<file path="src/rtl/ss_pkg.sv">
// Shared definitions for the save-state bus master: FSM encoding, header word
// layout and the width of the slave acknowledge timer.
package ss_pkg;

  typedef enum logic [3:0] {
    IDLE,
    QUERY,
    HDR,
    SLV_RD,
    MEM_WR,
    MEM_RD,
    SLV_WR,
    NEXT,
    TRAILER,
    FINISH,
    FAULT
  } state_t;

  // Header word: {index[7:0], 24'd0, count[31:0]}
  localparam int HDR_IDX_LSB = 56;
  localparam int HDR_IDX_W   = 8;
  localparam int HDR_CNT_LSB = 0;
  localparam int HDR_CNT_W   = 32;

  localparam int ACK_TO_W = 16;

  function automatic logic [63:0] make_hdr(input logic [7:0] idx, input logic [31:0] cnt);
    return {idx, 24'd0, cnt};
  endfunction

endpackage

</file>
<file path="src/rtl/ssbus_if.sv">
// Save-state bus: one master selects a slave index and queries, reads or
// writes it; the slave answers with ack and, for query/read, data_out.
interface ssbus_if;
  logic [7:0]  select;
  logic [23:0] addr;
  logic [63:0] data;
  logic        query;
  logic        read;
  logic        write;
  logic [63:0] data_out;
  logic        ack;

  modport master (
    output select, addr, data, query, read, write,
    input  data_out, ack
  );

  modport slave (
    input  select, addr, data, query, read, write,
    output data_out, ack
  );
endinterface

</file>
<file path="src/rtl/ssbus_mem_req.sv">
// Single outstanding memory request: a start pulse latches address and data,
// which stay stable until the cycle mem_ready is seen with the request high.
module ssbus_mem_req (
  input  logic        clk,
  input  logic        reset,
  input  logic        start_rd,
  input  logic        start_wr,
  input  logic [31:0] addr,
  input  logic [63:0] wdata,
  output logic [31:0] mem_addr,
  output logic [63:0] mem_wdata,
  output logic        mem_read,
  output logic        mem_write,
  input  logic        mem_ready,
  output logic        busy,
  output logic        complete
);

  logic [31:0] addr_reg;
  logic [63:0] wdata_reg;
  logic        read_reg;
  logic        write_reg;

  assign busy     = read_reg || write_reg;
  assign complete = busy && mem_ready;

  always_ff @(posedge clk) begin
    if (reset) begin
      addr_reg  <= '0;
      wdata_reg <= '0;
      read_reg  <= 1'b0;
      write_reg <= 1'b0;
    end else if (complete) begin
      read_reg  <= 1'b0;
      write_reg <= 1'b0;
    end else if (!busy && (start_rd || start_wr)) begin
      addr_reg  <= addr;
      wdata_reg <= wdata;
      read_reg  <= start_rd;
      write_reg <= start_wr && !start_rd;
    end
  end

  assign mem_addr  = addr_reg;
  assign mem_wdata = wdata_reg;
  assign mem_read  = read_reg;
  assign mem_write = write_reg;

endmodule

</file>
<file path="src/rtl/ssbus_master.sv">
// Walks save-state slaves 0..NUM_SLAVES-1, streaming their state to or from a
// memory image. Define SSBUS_CHECKSUM_EN to add an XOR checksum trailer word.
module ssbus_master
  import ss_pkg::*;
#(
  parameter int NUM_SLAVES  = 32,
  parameter int ACK_TIMEOUT = 255
) (
  input  logic        clk,
  input  logic        reset,
  input  logic        save_start,
  input  logic        restore_start,
  input  logic [31:0] base_addr,
  output logic        busy,
  output logic        done,
  output logic        error,
  output logic [31:0] mem_addr,
  output logic [63:0] mem_wdata,
  input  logic [63:0] mem_rdata,
  output logic        mem_read,
  output logic        mem_write,
  input  logic        mem_ready,
  ssbus_if.master     ssb
);

  state_t               state_reg, state_next;
  logic                 save_mode_reg;
  logic                 error_reg;
  logic [31:0]          addr_reg, addr_next;
  logic [7:0]           index_reg, index_next;
  logic [31:0]          count_reg, count_next;
  logic [31:0]          word_reg, word_next;
  logic [63:0]          data_reg, data_next;
  logic [ACK_TO_W-1:0]  timer_reg;
`ifdef SSBUS_CHECKSUM_EN
  logic [63:0]          csum_reg, csum_next;
`endif

  logic        start_accept;
  logic        ack_wait;
  logic        ack_timeout;
  logic        mem_start_rd;
  logic        mem_start_wr;
  logic        mem_busy;
  logic        mem_done;
  logic [63:0] mem_wdata_sel;

  assign start_accept = (state_reg == IDLE) && (save_start || restore_start);
  assign ack_wait     = (state_reg == QUERY) || (state_reg == SLV_RD) || (state_reg == SLV_WR);
  assign ack_timeout  = ack_wait && !ssb.ack && (timer_reg == ACK_TO_W'(ACK_TIMEOUT - 1));

  always_comb begin
    state_next    = state_reg;
    addr_next     = addr_reg;
    index_next    = index_reg;
    count_next    = count_reg;
    word_next     = word_reg;
    data_next     = data_reg;
`ifdef SSBUS_CHECKSUM_EN
    csum_next     = csum_reg;
`endif
    mem_start_rd  = 1'b0;
    mem_start_wr  = 1'b0;
    mem_wdata_sel = data_reg;

    case (state_reg)
      IDLE: begin
        if (start_accept) begin
          state_next = QUERY;
          addr_next  = base_addr;
          index_next = '0;
`ifdef SSBUS_CHECKSUM_EN
          csum_next  = '0;
`endif
        end
      end
      QUERY: begin
        // An absent slave (no ack) is treated as having nothing to save.
        if (ssb.ack || ack_timeout) begin
          count_next = ssb.ack ? ssb.data_out[31:0] : 32'd0;
          word_next  = '0;
          state_next = HDR;
        end
      end
      HDR: begin
        mem_wdata_sel = make_hdr(index_reg, count_reg);
        mem_start_wr  = save_mode_reg && !mem_busy;
        mem_start_rd  = !save_mode_reg && !mem_busy;
        if (mem_done) begin
          addr_next = addr_reg + 32'd8;
          if (!save_mode_reg &&
              ((mem_rdata[HDR_IDX_LSB +: HDR_IDX_W] != index_reg) ||
               (mem_rdata[HDR_CNT_LSB +: HDR_CNT_W] != count_reg)))
            state_next = FAULT;
          else if (count_reg == 32'd0)
            state_next = NEXT;
          else
            state_next = save_mode_reg ? SLV_RD : MEM_RD;
        end
      end
      SLV_RD: begin
        if (ssb.ack) begin
          data_next  = ssb.data_out;
`ifdef SSBUS_CHECKSUM_EN
          csum_next  = csum_reg ^ ssb.data_out;
`endif
          state_next = MEM_WR;
        end else if (ack_timeout) begin
          state_next = FAULT;
        end
      end
      MEM_WR: begin
        mem_start_wr = !mem_busy;
        if (mem_done) begin
          addr_next  = addr_reg + 32'd8;
          word_next  = word_reg + 32'd1;
          state_next = (word_reg + 32'd1 == count_reg) ? NEXT : SLV_RD;
        end
      end
      MEM_RD: begin
        mem_start_rd = !mem_busy;
        if (mem_done) begin
          addr_next  = addr_reg + 32'd8;
          data_next  = mem_rdata;
`ifdef SSBUS_CHECKSUM_EN
          csum_next  = csum_reg ^ mem_rdata;
`endif
          state_next = SLV_WR;
        end
      end
      SLV_WR: begin
        if (ssb.ack) begin
          word_next  = word_reg + 32'd1;
          state_next = (word_reg + 32'd1 == count_reg) ? NEXT : MEM_RD;
        end else if (ack_timeout) begin
          state_next = FAULT;
        end
      end
      NEXT: begin
        if (index_reg == 8'(NUM_SLAVES - 1)) begin
          state_next = TRAILER;
        end else begin
          index_next = index_reg + 8'd1;
          state_next = QUERY;
        end
      end
      TRAILER: begin
`ifdef SSBUS_CHECKSUM_EN
        mem_wdata_sel = csum_reg;
        mem_start_wr  = save_mode_reg && !mem_busy;
        mem_start_rd  = !save_mode_reg && !mem_busy;
        if (mem_done) begin
          addr_next  = addr_reg + 32'd8;
          state_next = (!save_mode_reg && (mem_rdata != csum_reg)) ? FAULT : FINISH;
        end
`else
        state_next = FINISH;
`endif
      end
      FINISH:  state_next = IDLE;
      FAULT:   state_next = IDLE;
      default: state_next = IDLE;
    endcase
  end

  always_ff @(posedge clk) begin
    if (reset) begin
      state_reg     <= IDLE;
      save_mode_reg <= 1'b0;
      error_reg     <= 1'b0;
      addr_reg      <= '0;
      index_reg     <= '0;
      count_reg     <= '0;
      word_reg      <= '0;
      data_reg      <= '0;
      timer_reg     <= '0;
`ifdef SSBUS_CHECKSUM_EN
      csum_reg      <= '0;
`endif
    end else begin
      state_reg <= state_next;
      addr_reg  <= addr_next;
      index_reg <= index_next;
      count_reg <= count_next;
      word_reg  <= word_next;
      data_reg  <= data_next;
`ifdef SSBUS_CHECKSUM_EN
      csum_reg  <= csum_next;
`endif
      if (start_accept) begin
        save_mode_reg <= save_start;
        error_reg     <= 1'b0;
      end else if (state_next == FAULT) begin
        error_reg <= 1'b1;
      end
      // Restarts from zero on every new ack wait.
      timer_reg <= (ack_wait && !ssb.ack && (state_next == state_reg)) ?
                   timer_reg + 1'b1 : '0;
    end
  end

  ssbus_mem_req u_mem_req (
    .clk       (clk),
    .reset     (reset),
    .start_rd  (mem_start_rd),
    .start_wr  (mem_start_wr),
    .addr      (addr_reg),
    .wdata     (mem_wdata_sel),
    .mem_addr  (mem_addr),
    .mem_wdata (mem_wdata),
    .mem_read  (mem_read),
    .mem_write (mem_write),
    .mem_ready (mem_ready),
    .busy      (mem_busy),
    .complete  (mem_done)
  );

  assign busy  = (state_reg != IDLE);
  assign done  = (state_reg == FINISH) || (state_reg == FAULT);
  assign error = error_reg;

  assign ssb.query  = (state_reg == QUERY);
  assign ssb.read   = (state_reg == SLV_RD);
  assign ssb.write  = (state_reg == SLV_WR);
  assign ssb.select = index_reg;
  assign ssb.addr   = word_reg[23:0];
  assign ssb.data   = data_reg;

endmodule

</file>
<file path="src/flat_wrapper.sv">
// flat-port wrapper written by rule: the top's interface ports become plain ports
module ssbus_master_flat import ss_pkg::*;
#(
  parameter int NUM_SLAVES  = 32,
  parameter int ACK_TIMEOUT = 255
)
  (clk, reset, save_start, restore_start, base_addr, busy, done, error, mem_addr, mem_wdata, mem_rdata, mem_read, mem_write, mem_ready, ssb_select, ssb_addr, ssb_data, ssb_query, ssb_read, ssb_write, ssb_data_out, ssb_ack);
  ssbus_if ssb_i ();
  input  logic clk;
  input  logic reset;
  input  logic save_start;
  input  logic restore_start;
  input  logic [31:0] base_addr;
  output logic busy;
  output logic done;
  output logic error;
  output logic [31:0] mem_addr;
  output logic [63:0] mem_wdata;
  input  logic [63:0] mem_rdata;
  output logic mem_read;
  output logic mem_write;
  input  logic mem_ready;
  output wire logic [$bits(ssb_i.select)-1:0] ssb_select;
  output wire logic [$bits(ssb_i.addr)-1:0] ssb_addr;
  output wire logic [$bits(ssb_i.data)-1:0] ssb_data;
  output wire logic [$bits(ssb_i.query)-1:0] ssb_query;
  output wire logic [$bits(ssb_i.read)-1:0] ssb_read;
  output wire logic [$bits(ssb_i.write)-1:0] ssb_write;
  input wire logic [$bits(ssb_i.data_out)-1:0] ssb_data_out;
  input wire logic [$bits(ssb_i.ack)-1:0] ssb_ack;
  assign ssb_select = ssb_i.select;
  assign ssb_addr = ssb_i.addr;
  assign ssb_data = ssb_i.data;
  assign ssb_query = ssb_i.query;
  assign ssb_read = ssb_i.read;
  assign ssb_write = ssb_i.write;
  assign ssb_i.data_out = ssb_data_out;
  assign ssb_i.ack = ssb_ack;
  ssbus_master #(.NUM_SLAVES(NUM_SLAVES), .ACK_TIMEOUT(ACK_TIMEOUT)) u_core (.clk(clk), .reset(reset), .save_start(save_start), .restore_start(restore_start), .base_addr(base_addr), .busy(busy), .done(done), .error(error), .mem_addr(mem_addr), .mem_wdata(mem_wdata), .mem_rdata(mem_rdata), .mem_read(mem_read), .mem_write(mem_write), .mem_ready(mem_ready), .ssb(ssb_i));
endmodule
</file>
<file path="config.mk">
export PLATFORM = sky130hd
export DESIGN_NAME = ssbus_master_flat
export DESIGN_NICKNAME = d
export VERILOG_FILES = /design/src/rtl/ss_pkg.sv /design/src/rtl/ssbus_if.sv /design/src/rtl/ssbus_mem_req.sv /design/src/rtl/ssbus_master.sv /design/src/flat_wrapper.sv
export SDC_FILE = /design/constraint.sdc
export NUM_CORES = 1
export LEC_CHECK = 0
export ABC_CLOCK_PERIOD_IN_PS = 2990
export CAP_MARGIN = 20
export CORE_MARGIN = 4
export CORE_UTILIZATION = 45
export DETAILED_ROUTE_END_ITERATION = 10
export PLACE_DENSITY_LB_ADDON = 0.25
export SYNTH_ARGS = -nofsm -noshare
export SYNTH_HDL_FRONTEND = slang
export SYNTH_SLANG_ARGS = --single-unit
</file>
<file path="constraint.sdc">
create_clock -name clk -period 2.99 [get_ports clk]
set_input_delay 0.598 -clock clk [delete_from_list [all_inputs] [get_ports clk]]
set_output_delay 0.598 -clock clk [all_outputs]
set_load 0.05 [all_outputs]
</file>
==> results of run 1 <==
## layout by cell type (no fill, tap or decap), types with 10 or more instances in the layout
master,Yosys,routed
nand4_1,34,34
nor2_1,272,271
nor4_1,34,33
inv_1,12,12
o21ai_0,53,53
xnor2_1,72,72
a211oi_1,77,77
a21oi_1,131,131
nor3_1,33,28
a31oi_1,12,11
mux2i_1,67,67
nor2b_1,10,10
and2_1,11,10
a311oi_1,48,48
nand3_1,49,49
clkbuf_8,0,11
buf_4,25,92
nand2_1,265,263
dfxtp_1,288,288
clkbuf_16,0,35
clkdlybuf4s50_1,0,360
xor2_1,35,35
and3_1,20,20
a22oi_1,40,40
## layout make-up
class | instances | area share (%)
Tap cell | 396 | 2.53
Sequential cell | 288 | 29.4
Timing Repair Buffer | 462 | 22.8
Antenna cell | 4 | 0.0510
Clock buffer | 53 | 5.32
Multi-Input combinational cell | 1345 | 39.5
Clock inverter | 4 | 0.140
Inverter | 12 | 0.230
## logic make-up after synthesis
family,synth area share [%]
xor+xnor,6.58
buf+inv,5.55
mux,4.71
flops,40.5
compound gates,18.3
fa+ha+maj,0.440
simple gates,23.9
## layer usage
layer  GRT usage, %  wire [um]  vias up
li1               -          -     7051
met1           36.5      20800     6959
met2           42.9      22400      591
met3           7.05       4360      102
met4           9.50       1600        2
met5              0         19        -
## per-stage QoR
step           area [um^2]  hold WS [ns]  utilization (%)
6_report             19600         0.448             63.5
4_1_cts              19600         0.450             63.4
2_1_floorplan        14200         0.432                -
3_3_place_gp         18500         0.438             59.9
5_1_grt              19600         0.469             63.4
3_5_place_dp         18500         0.444             59.9
## repair_timing
item                       in CTS  in global routing
setup endpoints to repair       1                 10
pin swaps                       0                  1
resized for setup               1                  2
## synth_stat cells, types with 3 or more instances
library cell  count  share of area (%)
nand4_1          34                1.5
nor2_1          272                7.2
and2_1           11               0.48
o31ai_1           6               0.32
or3_1             9               0.40
and4_1            8               0.49
a311oi_1         48                3.0
xnor2_1          72                4.4
nor3_1           33                1.2
and3_1           20               0.88
o22ai_1           7               0.31
buf_2            10               0.35
o21ai_1           3               0.11
o21ai_0          53                1.9
a211oi_1         77                4.1
buf_1             9               0.24
xor2_1           35                2.2
ha_1              5               0.44
o2111ai_1         3               0.18
nand2_1         265                7.0
nor4_1           34                1.5
nand2b_1          5               0.22
a21oi_1         131                4.6
nand3_1          49                1.7
a31oi_1          12               0.53
buf_4            25                1.3
dfxtp_1         288                 41
clkbuf_1        126                3.3
a22oi_1          40                2.1
inv_1            12               0.32
nor2b_1          10               0.44
mux2i_1          67                4.7
## where the power goes
group / internal [uW] / switching, uW
clock: 2390 / 1580
sequential: 4030 / 195
combinational: 754 / 1170
total: 7170 / 2940
## critical path, delay by kind of cell
kind	cells	cell delay [ns]
xor+xnor	1	0.35
simple gates	4	0.67
buf+inv	4	0.91
compound gates	3	0.70
## final timing paths
kind                                        from                        endpoint  cells past startpoint
setup reg to reg              u_core.word_reg[0]             u_core.state_reg[1]                     11
setup / recovery                   mem_rdata[31]            u_core.timer_reg[10]                     12
hold / removal    u_core.u_mem_req.mem_wdata[54]  u_core.u_mem_req.mem_wdata[54]                      2
hold reg to reg   u_core.u_mem_req.mem_wdata[54]  u_core.u_mem_req.mem_wdata[54]                      2
==> flow_summary.ini, run 1 <==
[sta]
timing.final.crit_share_pct = 94.3
fmax_mhz = 355
hold_viol_final = 0
fin_skew_ns = 0.0152
setup_viol = 0
worst_pin_slew_ns = 0.754
setup_slack_ns = 0.170
rsz0062_at_grt = false
finalSetupTns_ns = 0
drv_slew = 0
slew-limit-headroom_pct = 49.2
period_minus_slack_ns = 2.82

[clock_network]
cts-root-buf = clkbuf_16
cts.sinks = 288
clkTransAtPathRegs_ns = 0.06
cts_tree = yes
cts_hold_buffers = 0
postCtsSetupBuffers = 0
cts_buffers = 34
clockBufferDepth = 3
htree_num_levels = 2
worstSkewPairLatency_ns = 0.51

[global_route]
grt_pass1_wl_um = 76200
grt_remaining_overflow = 0
antenna_found_initial = 3
grt_usage_pct = 27.3
grt_max_degree = 104
grt_pass1_vias = 13900

[synth]
synth_cell_types = 63
ys_seq_area_share_pct = 40.5
synth-seq-cells = 288
synth_edf_count = 0
ys.flop_type = dfxtp_1
syn-num-nets = 1986
syn_inst = 1815
synthArstFlopShare_pct = 0
syn_area_um2 = 14200
yosysWarnings = 0
syn_area_per_cell_um2 = 7.84

[critical_path]
critPathArrivalTime_ns = 3.24
cp_cell_sequence = clkdlybuf4s50_1, buf_4, xnor2_1, nand4_1, nor4_2, buf_4, nand4_1, a21oi_1, a21oi_1, a2111o_1, buf_4, nor2_1
crit_type = primary input to flip-flop
reg2reg_slack_ns = 0.21
crit_required_ns = 3.41
slowest_stage = clkdlybuf4s50_1
cpPeakStageDelay_ns = 0.40
critPathLaunchType = primary input
crit_fanout = 16
critPathCaptureType = flip-flop
critPathMostFrequentCell = buf_4

[die]
coreArea_um2 = 30900
die-area_um2 = 34500
ios = 366
die_h_um = 186
rows = 64
fp.dieW_um = 186
floorplan.initialDensity_pct = 46.0

[route]
drc_errors = 0
via_per_inst = 5.74
ant_nets = 0
vias = 14700
drt_iter0_markers = 1235
dr.pass1.iters = 6
finalWirelength_um = 49200
wl_per_cell_um = 19.2

[final_layout]
final_cells = 2564
regArea_um2 = 5770
drive_gt1_share_pct = 7.95
area_delta_synth_final_pct = 37.8
num-fill-cells = 2685
multi_input_area_um2 = 7750
nets = 2314

[placed_design]
placedCellCount = 2503
io_buffer_count = 365
hpwlAfterDp_um = 35600
gp_congestion = 0.938
place_ws_ns = -0.338

[job]
drv_cap = 0

[outcome]
status = complete, no violations

[power_and_ir_drop]
irDropWorstVdd_mv = 0.382
p_total_uw = 10100
static-leakage-power_uw = 0.00656
p_per_area_nw_per_um2 = 516

[hold_path]
hp-class = flip-flop to flip-flop
No activity file was read; power rests on OpenSTA's default activity.
==> run 2: changes to the inputs <==
ABC_CLOCK_PERIOD_IN_PS = 3250   (was 2990)
CORE_MARGIN = 2   (was 4)
CORE_UTILIZATION = 53   (was 45)
SETUP_SLACK_MARGIN = 0.05   (was unset)
clock period = 3.25 ns   (was 2.99 ns; I/O delays follow)
==> run 2 against run 1 <==
Net effect:
- non-clock buffer count shrank 34
- register-to-register slack gained 0.10 ns
- final area fell by 1.7%
- clock skew grew 0.0012 ns
- die area down 18%
- final cell count decreased by 3.8%
- sequential share of layout area is 0.52 points higher
- core utilization is 10 points higher
- combinational power is 9% lower
- critical path type is now flip-flop to output pin
- largest power group unchanged
==> flow_summary.ini, run 2 (same netlist as run 1, synthesis figures left out) <==
[sta]
worst_pin_slew_ns = 0.786
rsz0062_at_grt = false
fmax_mhz = 323
slew-limit-headroom_pct = 47.5
hold_viol_final = 0
timing.final.crit_share_pct = 95.4
setup_slack_ns = 0.151
drv_slew = 0
setup_viol = 0
fin_skew_ns = 0.0164
period_minus_slack_ns = 3.10

[global_route]
grt_max_degree = 128
antenna_found_initial = 1
grt_usage_pct = 32.9
grt_pass1_wl_um = 75200
grt_pass1_vias = 14000
grt_remaining_overflow = 0

[final_layout]
nets = 2277
fin_util_pct = 73.5
mostFrequentLayoutCell = clkdlybuf4s50_1
area_delta_synth_final_pct = 35.4
final_cells = 2467
drive_gt1_share_pct = 6.43
final_cell_mix = 361 x clkdlybuf4s50_1, 288 x dfxtp_1, 271 x nor2_1

[route]
wl_per_cell_um = 19.5
finalWirelength_um = 48000
route.met2.wl_um = 22200
drc_errors = 0
via_per_inst = 5.93
vias = 14600
drt_iter0_markers = 1354
wl_met3_um = 4200
drt-met1-wl_um = 19700
topRoutingLayerUsed = met4
dr.pass1.iters = 8
ant_nets = 0

[clock_network]
cts-root-buf = clkbuf_16
clockBufferDepth = 3
cts.sinks = 288
htree_num_levels = 1
cts_buffers = 31
clkTransAtPathRegs_ns = 0.06
cts_hold_buffers = 0
cts_tree = yes
worstSkewPairLatency_ns = 0.58

[die]
fp.dieW_um = 168
ios = 366
die_h_um = 168
rows = 59
coreArea_um2 = 26200
die-area_um2 = 28200
floorplan.initialDensity_pct = 54.3

[critical_path]
cpPeakStageDelay_ns = 0.84
critPathLaunchType = flip-flop
crit_required_ns = 2.60
crit_fanout = 17
critPathCaptureType = output pin
path_buf_inv = 1
cp_top_family = buffers and inverters
slowest_stage = clkdlybuf4s50_1
cp_cell_sequence = and3_1, clkdlybuf4s50_1
crit_type = flip-flop to output pin
critPathArrivalTime_ns = 2.45

[hold_path]
hp-class = flip-flop to flip-flop

[placed_design]
io_buffer_count = 365
hpwlAfterDp_um = 33400
place_ws_ns = -0.0988
gp_congestion = 0.931
placedCellCount = 2408

[power_and_ir_drop]
p_total_uw = 9430
static-leakage-power_uw = 0.00640
irDropWorstVdd_mv = 0.409
p_per_area_nw_per_um2 = 489

[outcome]
status = complete, no violations

[job]
drv_cap = 0
run 2: changes by cell type in the layout (fill, tap and decap cells not counted), moves of 3 or more:
| cell | previous run | this run |
|---|---|---|
| buf_4 | 92 | 59 |
| bufinv_16 | 0 | 4 |
| buf_12 | 8 | 5 |
| diode_2 | 4 | 1 |
| clkbuf_16 | 35 | 31 |
run 2: layout make-up:
| type | count | area [um^2] |
|---|---|---|
| diodes | 1 | 2.50 |
| clock buffers | 49 | 943 |
| clock inverters | 9 | 155 |
| fillers | 2070 | 6930 |
| inverters | 12 | 45.0 |
| multi-input cells | 1345 | 7750 |
| flip-flops and latches | 288 | 5770 |
| well taps | 335 | 419 |
| repair buffers | 428 | 4190 |
run 2: metrics by stage:
step           cell area, um^2  setup TNS, ns  hold slack [ns]
2_1_floorplan            14200              0            0.432
3_3_place_gp             18200         -0.787            0.437
3_5_place_dp             18200          -1.22            0.442
4_1_cts                  19300              0            0.451
5_1_grt                  19300              0            0.474
6_report                 19300              0            0.449
run 2: metal layers:
| metal | GRT usage [%] | vias to the layer above |
|---|---|---|
| li1 | - | 6979 |
| met1 | 42.8 | 6868 |
| met2 | 53.3 | 671 |
| met3 | 6.79 | 116 |
| met4 | 13.6 | 0 |
| met5 | 0 | - |
run 2: worst paths after layout:
path,start,to,slack [ns],cells after the start
min,u_core.u_mem_req.mem_wdata[46],u_core.u_mem_req.mem_wdata[46],0.45,2
min reg2reg,u_core.u_mem_req.mem_wdata[46],u_core.u_mem_req.mem_wdata[46],0.45,2
max,u_core.state_reg[0],ssb_read,0.15,2
max reg2reg,u_core.word_reg[1],u_core.state_reg[2],0.31,9
run 2: worst min-delay path, stage by stage (launching register included):
cell and delay [ns]:
dfxtp_1 0.31, nand2_1 0.05, a21oi_1 0.05
run 2: timing repair:
| item | CTS | global route |
|---|---|---|
| resized for setup | 1 | 3 |
| setup endpoints to repair | 1 | 3 |
| buffers inserted | 0 | 0 |
run 2: power by group:
group          switching, uW  internal [uW]  leakage (uW)
logic                   1060            673       0.00353
registers                194           3700       0.00233
clock network           1500           2300      0.000537
total                   2750           6680       0.00640
